File: config.mk
export PLATFORM = sky130hd
export DESIGN_NAME = vga_prefetch_flat
export DESIGN_NICKNAME = d
export VERILOG_FILES = /design/src/rtl/vga_prefetch_if.sv /design/src/rtl/vga_prefetch.sv /design/src/flat_wrapper.sv
export SDC_FILE = /design/constraint.sdc
export NUM_CORES = 1
export LEC_CHECK = 0
export CORE_MARGIN = 2
export CORE_UTILIZATION = 25
export DETAILED_ROUTE_END_ITERATION = 6
export DONT_BUFFER_PORTS = 1
export SYNTH_ARGS = -nofsm -noshare
export SYNTH_HDL_FRONTEND = slang
export SYNTH_SLANG_ARGS = --single-unit
File: constraint.sdc
create_clock -name clk -period 28.9 [get_ports clk]
set_input_delay 2.89 -clock clk [delete_from_list [all_inputs] [get_ports clk]]
set_output_delay 2.89 -clock clk [all_outputs]
set_load 0.05 [all_outputs]
File: src/rtl/vga_prefetch_if.sv
// Display/memory bundle for the VGA group prefetcher.
//   Display side : vga_read, vga_addr in; vga_data, miss_pulse, miss_count out
//   Memory side  : mem_req, mem_addr out; mem_gnt, mem_rvalid, mem_rdata in
// The master modport is the prefetcher; the slave modport is its environment.
interface vga_prefetch_if #(
    parameter int unsigned ADDR_W = 40
);
    logic              vga_read;
    logic [ADDR_W-1:0] vga_addr;
    logic [79:0]       vga_data;
    logic              miss_pulse;
    logic [15:0]       miss_count;
    logic              mem_req;
    logic [ADDR_W-1:0] mem_addr;
    logic              mem_gnt;
    logic              mem_rvalid;
    logic [15:0]       mem_rdata;

    modport master (
        input  vga_read, vga_addr, mem_gnt, mem_rvalid, mem_rdata,
        output vga_data, miss_pulse, miss_count, mem_req, mem_addr
    );

    modport slave (
        output vga_read, vga_addr, mem_gnt, mem_rvalid, mem_rdata,
        input  vga_data, miss_pulse, miss_count, mem_req, mem_addr
    );
endinterface

File: src/rtl/vga_prefetch.sv
// Predictive prefetcher of 10-byte pixel groups for the VGA draw logic.
//   clk, rst : clock, asynchronous active-high reset
//   bus      : vga_prefetch_if.master (display lookup + 16-bit burst memory port)
// Groups are fetched ahead into a small tagged FIFO; the display looks up the
// head entry only. A miss returns zeros, flushes the FIFO and re-aims fetching.
module vga_prefetch #(
    parameter int unsigned ADDR_W = 40,
    parameter int unsigned DEPTH  = 2,
    parameter int unsigned BEATS  = 5
) (
    input  logic           clk,
    input  logic           rst,
    vga_prefetch_if.master bus
);
    localparam int unsigned DATA_W = 16 * BEATS;
    localparam int unsigned PTR_W  = (DEPTH > 1) ? $clog2(DEPTH) : 1;
    localparam int unsigned CNT_W  = $clog2(DEPTH + 1);
    localparam int unsigned BEAT_W = $clog2(BEATS + 1);

    typedef enum logic [1:0] {IDLE, REQ, DATA, DRAIN} fill_state_e;

    fill_state_e        state_q, state_d;
    logic [ADDR_W-1:0]  fetch_ptr_q, fetch_ptr_d;
    logic [BEAT_W-1:0]  beat_cnt_q, beat_cnt_d;
    logic [DATA_W-1:0]  asm_q, asm_d;
    logic               abort_q, abort_d;
    logic [PTR_W-1:0]   rd_ptr_q, rd_ptr_d, wr_ptr_q, wr_ptr_d;
    logic [CNT_W-1:0]   count_q, count_d;
    logic [DATA_W-1:0]  ent_data_q [DEPTH];
    logic [ADDR_W-1:0]  ent_tag_q  [DEPTH];
    logic [79:0]        vga_data_q, vga_data_d;
    logic               miss_pulse_q, miss_pulse_d;
    logic [15:0]        miss_count_q, miss_count_d;
    logic               mem_req_q, mem_req_d;
    logic [ADDR_W-1:0]  mem_addr_q, mem_addr_d;
    logic               hit_c, miss_c, push_c, pop_c;
    logic [DATA_W-1:0]  push_data_c;

    // Sequential group address: +10 within a line, else start of next line (line wraps, fb kept).
    function automatic logic [ADDR_W-1:0] next_addr(input logic [ADDR_W-1:0] a);
        if (a[7:0] <= 8'd245) next_addr = {a[ADDR_W-1:8], a[7:0] + 8'd10};
        else                  next_addr = {a[ADDR_W-1:16], a[15:8] + 8'd1, 8'h00};
    endfunction

    function automatic logic [PTR_W-1:0] ptr_inc(input logic [PTR_W-1:0] p);
        ptr_inc = (p == PTR_W'(DEPTH - 1)) ? '0 : p + PTR_W'(1);
    endfunction

    // Lookup, fill FSM and FIFO bookkeeping.
    always_comb begin
        state_d      = state_q;
        fetch_ptr_d  = fetch_ptr_q;
        beat_cnt_d   = beat_cnt_q;
        asm_d        = asm_q;
        abort_d      = abort_q;
        rd_ptr_d     = rd_ptr_q;
        wr_ptr_d     = wr_ptr_q;
        count_d      = count_q;
        vga_data_d   = vga_data_q;
        miss_pulse_d = 1'b0;
        miss_count_d = miss_count_q;
        mem_addr_d   = mem_addr_q;
        push_c       = 1'b0;
        pop_c        = 1'b0;
        push_data_c  = {bus.mem_rdata, asm_q[DATA_W-17:0]};

        hit_c  = bus.vga_read && (count_q != '0) && (ent_tag_q[rd_ptr_q] == bus.vga_addr);
        miss_c = bus.vga_read && !hit_c;

        case (state_q)
            IDLE: begin
                // A miss in this cycle flushes the FIFO, so a request is always due.
                if (miss_c || (count_q < CNT_W'(DEPTH))) begin
                    state_d    = REQ;
                    abort_d    = 1'b0;
                    mem_addr_d = miss_c ? next_addr(bus.vga_addr) : fetch_ptr_q;
                end
            end
            REQ: begin
                // The request cannot be withdrawn; remember to discard its burst.
                if (miss_c) abort_d = 1'b1;
                if (bus.mem_gnt) begin
                    state_d    = (abort_q || miss_c) ? DRAIN : DATA;
                    beat_cnt_d = '0;
                end
            end
            DATA: begin
                if (bus.mem_rvalid) begin
                    asm_d[16*int'(beat_cnt_q) +: 16] = bus.mem_rdata;
                    beat_cnt_d = beat_cnt_q + BEAT_W'(1);
                    if (beat_cnt_q == BEAT_W'(BEATS - 1)) begin
                        state_d = IDLE;
                        push_c  = !miss_c;
                    end else if (miss_c) begin
                        state_d = DRAIN;
                    end
                end else if (miss_c) begin
                    state_d = DRAIN;
                end
            end
            DRAIN: begin
                if (bus.mem_rvalid) begin
                    if (beat_cnt_q == BEAT_W'(BEATS - 1)) state_d = IDLE;
                    else                                  beat_cnt_d = beat_cnt_q + BEAT_W'(1);
                end
            end
            default: state_d = IDLE;
        endcase

        if (hit_c) begin
            vga_data_d = ent_data_q[rd_ptr_q];
            rd_ptr_d   = ptr_inc(rd_ptr_q);
            pop_c      = 1'b1;
        end
        if (push_c) begin
            wr_ptr_d    = ptr_inc(wr_ptr_q);
            fetch_ptr_d = next_addr(fetch_ptr_q);
        end
        case ({push_c, pop_c})
            2'b10:   count_d = count_q + CNT_W'(1);
            2'b01:   count_d = count_q - CNT_W'(1);
            default: count_d = count_q;
        endcase

        if (miss_c) begin
            vga_data_d   = '0;
            miss_pulse_d = 1'b1;
            if (miss_count_q != 16'hFFFF) miss_count_d = miss_count_q + 16'd1;
            rd_ptr_d     = '0;
            wr_ptr_d     = '0;
            count_d      = '0;
            fetch_ptr_d  = next_addr(bus.vga_addr);
        end

        mem_req_d = (state_d == REQ);
    end

    // State and storage registers.
    always_ff @(posedge clk or posedge rst) begin
        if (rst) begin
            state_q      <= IDLE;
            fetch_ptr_q  <= '0;
            beat_cnt_q   <= '0;
            asm_q        <= '0;
            abort_q      <= 1'b0;
            rd_ptr_q     <= '0;
            wr_ptr_q     <= '0;
            count_q      <= '0;
            vga_data_q   <= '0;
            miss_pulse_q <= 1'b0;
            miss_count_q <= '0;
            mem_req_q    <= 1'b0;
            mem_addr_q   <= '0;
            for (int i = 0; i < int'(DEPTH); i++) begin
                ent_data_q[i] <= '0;
                ent_tag_q[i]  <= '0;
            end
        end else begin
            state_q      <= state_d;
            fetch_ptr_q  <= fetch_ptr_d;
            beat_cnt_q   <= beat_cnt_d;
            asm_q        <= asm_d;
            abort_q      <= abort_d;
            rd_ptr_q     <= rd_ptr_d;
            wr_ptr_q     <= wr_ptr_d;
            count_q      <= count_d;
            vga_data_q   <= vga_data_d;
            miss_pulse_q <= miss_pulse_d;
            miss_count_q <= miss_count_d;
            mem_req_q    <= mem_req_d;
            mem_addr_q   <= mem_addr_d;
            if (push_c) begin
                ent_data_q[wr_ptr_q] <= push_data_c;
                ent_tag_q[wr_ptr_q]  <= fetch_ptr_q;
            end
        end
    end

    assign bus.vga_data   = vga_data_q;
    assign bus.miss_pulse = miss_pulse_q;
    assign bus.miss_count = miss_count_q;
    assign bus.mem_req    = mem_req_q;
    assign bus.mem_addr   = mem_addr_q;
endmodule

File: src/flat_wrapper.sv
// flat-port wrapper written by rule: the top's interface ports become plain ports
module vga_prefetch_flat 
#(
    parameter int unsigned ADDR_W = 40,
    parameter int unsigned DEPTH  = 2,
    parameter int unsigned BEATS  = 5
)
  (clk, rst, bus_vga_read, bus_vga_addr, bus_mem_gnt, bus_mem_rvalid, bus_mem_rdata, bus_vga_data, bus_miss_pulse, bus_miss_count, bus_mem_req, bus_mem_addr);
  vga_prefetch_if #(.ADDR_W(ADDR_W)) bus_i ();
  input  logic clk;
  input  logic rst;
  input wire logic [$bits(bus_i.vga_read)-1:0] bus_vga_read;
  input wire logic [$bits(bus_i.vga_addr)-1:0] bus_vga_addr;
  input wire logic [$bits(bus_i.mem_gnt)-1:0] bus_mem_gnt;
  input wire logic [$bits(bus_i.mem_rvalid)-1:0] bus_mem_rvalid;
  input wire logic [$bits(bus_i.mem_rdata)-1:0] bus_mem_rdata;
  output wire logic [$bits(bus_i.vga_data)-1:0] bus_vga_data;
  output wire logic [$bits(bus_i.miss_pulse)-1:0] bus_miss_pulse;
  output wire logic [$bits(bus_i.miss_count)-1:0] bus_miss_count;
  output wire logic [$bits(bus_i.mem_req)-1:0] bus_mem_req;
  output wire logic [$bits(bus_i.mem_addr)-1:0] bus_mem_addr;
  assign bus_i.vga_read = bus_vga_read;
  assign bus_i.vga_addr = bus_vga_addr;
  assign bus_i.mem_gnt = bus_mem_gnt;
  assign bus_i.mem_rvalid = bus_mem_rvalid;
  assign bus_i.mem_rdata = bus_mem_rdata;
  assign bus_vga_data = bus_i.vga_data;
  assign bus_miss_pulse = bus_i.miss_pulse;
  assign bus_miss_count = bus_i.miss_count;
  assign bus_mem_req = bus_i.mem_req;
  assign bus_mem_addr = bus_i.mem_addr;
  vga_prefetch #(.ADDR_W(ADDR_W), .DEPTH(DEPTH), .BEATS(BEATS)) u_core (.clk(clk), .rst(rst), .bus(bus_i));
endmodule
==> reports/metrics.yaml <==
cells_and_area:
  mostFrequentLayoutCell: "dfrtp_1"
  final_cell_mix: "dfrtp_1 (491), mux2_2 (238), mux2i_1 (123)"
  final_net_count: 1584
  stdcell_area_um2: 24470
  multiInputGateArea_um2: 8605
  final.fill_count: 8542
  regArea_um2: 12320
  layout-drive-gt1-share_pct: 29.47
  fin_cells: 2699
  syn_to_final_growth_pct: 14.49
power_and_ir_drop:
  p_sw_uw: 561.6
  intPower_mw: 1.261
  powerDensity_nw_per_um2: 74.46
  p_sw_share_pct: 30.82
  vdd_drop_max_mv: 0.05284
  p_comb_share_pct: 8.9
  power_mw: 1.822
  power_frac_seq_pct: 50.8
  leakage_nw: 10.91
  clkPwrFrac_pct: 40.3
place:
  dpl.hpwl_um: 35110
  dp_cells: 2597
  port_buffers: 0
  dpl_cell_area_um2: 22520
  place_congestion: 0.8092
setup_path:
  startpoint_type: "input port"
  crit_type: "input port to flip-flop"
  worstPathRequired_ns: 29.35
  crit_top_cell: "buf_4"
  crit_buf_inv: 2
  end_kind: "flip-flop"
  worstPathCellList: "xnor2_1 > nor4_1 > nand4_1 > o31ai_4 > buf_4 > and3_4 > buf_4 > mux2_2"
  cp.arrival_ns: 7.04
  path_max_fanout: 73
  slowest_delay_ns: 0.98
  crit_path_top_delay_cell: "buf_4"
  path_delay_family: "simple AND/OR/NAND/NOR gates"
sta:
  period_share_pct: 22.80
  rsz0062_at_grt: "no"
  tns_ns: 0
  drv_slew: 0
  fin_hold_ws_ns: 0.4820
  finalSetupViolCount: 0
  hold_violations: 0
  fin_skew_ns: 0.05006
  maxSlewHeadroom_pct: 24.36
  worst_pin_slew_ns: 1.135
  fmax_mhz: 151.8
  min_period_ns: 6.589
clock_tree:
  clock-sinks: 492
  worstSkewPairLatency_ns: 0.62
  post_cts_resized: 0
  cts_made_buffers: 54
  clk_pin_slew_ns: 0.06
  hold_buffers: 0
  postCtsSetupRepairBufs: 0
  cts.path.max_buffers: 3
  cts_tree: "yes"
  clockRootBuffer: "clkbuf_16"
  cts.htree.levels: 2
grt:
  grt_usage_pct: 12.12
  grt_first_pass_wirelength_um: 81940
  grt_pass1_vias: 12914
  grt-ovfl-total: 0
  grt_max_degree: 209
  antenna_found_initial: 0
route:
  first_iter_violations: 769
  wl_per_cell_um: 19.80
  wl_um: 53450
  drc_errors: 0
  vias: 12198
  drt_first_pass_iters: 5
  drt.antenna.violating_nets: 0
  drt-vias-per-instance: 4.519
die:
  die_x_um: 296.4
  core_um2: 85010
  initial_utilization_pct: 25.14
  rows: 107
  die_height_um: 296.4
  io_pins: 199
  fp.dieArea_um2: 87860
yosys:
  syn_nets: 1601
  synth.distinct_cells: 50
  async_reset_ff_share_pct: 100.0
  syn_area_per_cell_um2: 14.01
  synth_edf_count: 0
  ys.flop_type: "dfrtp_1"
  syn_inst: 1526
  syn_area_um2: 21380
  synthTopCellsByArea: "dfrtp_1 (58%), mux2_2 (13%), mux2_4 (7.0%)"
  synth-seq-cells: 492
  yosysTopAreaCell: "dfrtp_1"
  synth_top_area_share_pct: 57.60
  ys_warn_count: 0
  ys_seq_area_share_pct: 57.60
hold_path:
  hold_class: "flip-flop to flip-flop"
outcome:
  status: "finished clean"
job:
  maxCapViolCount: 0
-- layer usage --
layer  vias up  global-route usage (%)  routed length [µm]
li1       5463                       -                   -
met1      6345                   14.84               22310
met2       313                   20.21               25660
met3        77                   4.446                4405
met4         0                   2.882                1079
met5         -                       0                   0
-- final timing paths --
| check | end | slack (ns) | from | cells past startpoint |
|---|---|---|---|---|
| worst max-delay path | u_core.ent_data_q[33]$_DFFE_PP0P_ | 22.31 | bus_vga_addr[25] | 8 |
| worst min-delay path | u_core.ent_data_q[89]$_DFFE_PP0P_ | 0.48 | u_core.asm_q[9]$_DFFE_PP0P_ | 1 |
| worst max register to register | u_core.ent_data_q[33]$_DFFE_PP0P_ | 22.78 | u_core.rd_ptr_q$_DFFE_PP0P_ | 10 |
| worst min register to register | u_core.ent_data_q[89]$_DFFE_PP0P_ | 0.48 | u_core.asm_q[9]$_DFFE_PP0P_ | 1 |
| max in group asynchronous | u_core.ent_data_q[35]$_DFFE_PP0P_ | 24.07 | rst | 3 |
| min in group asynchronous | u_core.bus.miss_count[7]$_DFFE_PP0P_ | 2.25 | rst | 1 |
-- through the flow --
stage                     util [%]  setup WS, ns
final                        28.79         22.31
after detailed placement     26.49         21.49
after global routing         28.79         22.00
after floorplan                  -         12.28
after CTS                    28.79         22.12
after global placement       26.49         21.48
-- cell type report --
class	instances	share of cell area, %
sequential	492	50.32
timing repair buffer	14	0.4806
clock inverter	20	1.263
clock buffer	81	6.713
tap	1144	5.849
inverter	11	0.2045
multi-input combinational	936	35.16
antenna	1	0.01022
-- state kept, by name (all words and copies together) (netlist names) --
register               cells
u_core.bus.miss_pulse      1
u_core.beat_cnt_q          3
u_core.bus.vga_data       80
u_core.abort_q             1
u_core.bus.mem_req         1
u_core.count_q             2
u_core.ent_tag_q          80
u_core.fetch_ptr_q        40
u_core.asm_q              64
u_core.rd_ptr_q            1
u_core.ent_data_q        160
u_core.state_q             2
u_core.bus.mem_addr       40
u_core.wr_ptr_q            1
u_core.bus.miss_count     16
-- Yosys cell counts (all sizes together) (2+ instances only) --
cell,n
nor4,17
mux2i,123
dfrtp,492
inv,11
a2bb2oi,3
nand2,87
o21ai,17
xor2,26
a221oi,2
nand3b,3
o2111a,2
buf,41
o221a,2
or3,7
a31oi,8
o31ai,10
xnor2,49
mux2,338
and4,2
o2111ai,2
nor2,35
a21oi,18
a21boi,2
ha,14
clkbuf,46
nand3,34
nand4,12
nor3b,4
nor4b,5
nor2b,7
nor3,10
and3,7
o2bb2ai,81
-- power by group through the flow --
stage | sequential [mW] | clock (mW) | combinational, mW
6_report | 0.926 | 0.734 | 0.162
3_5_place_dp | 0.941 | 0 | 0.163
2_1_floorplan | 0.916 | 0 | 0.129
5_1_grt | 0.936 | 0.787 | 0.181
4_1_cts | 0.929 | 0.758 | 0.165
3_3_place_gp | 0.937 | 0 | 0.155
-- logic make-up after synthesis --
group,share of synthesized area (%)
DFF,57.60
AOI/OAI and AO/OA,5.549
and+or+nand+nor,5.315
buffers and inverters,2.324
adders and majority gates,0.8195
muxes,25.32
xor gates and xnor gates,3.073
(Power assumes the default switching activity.)
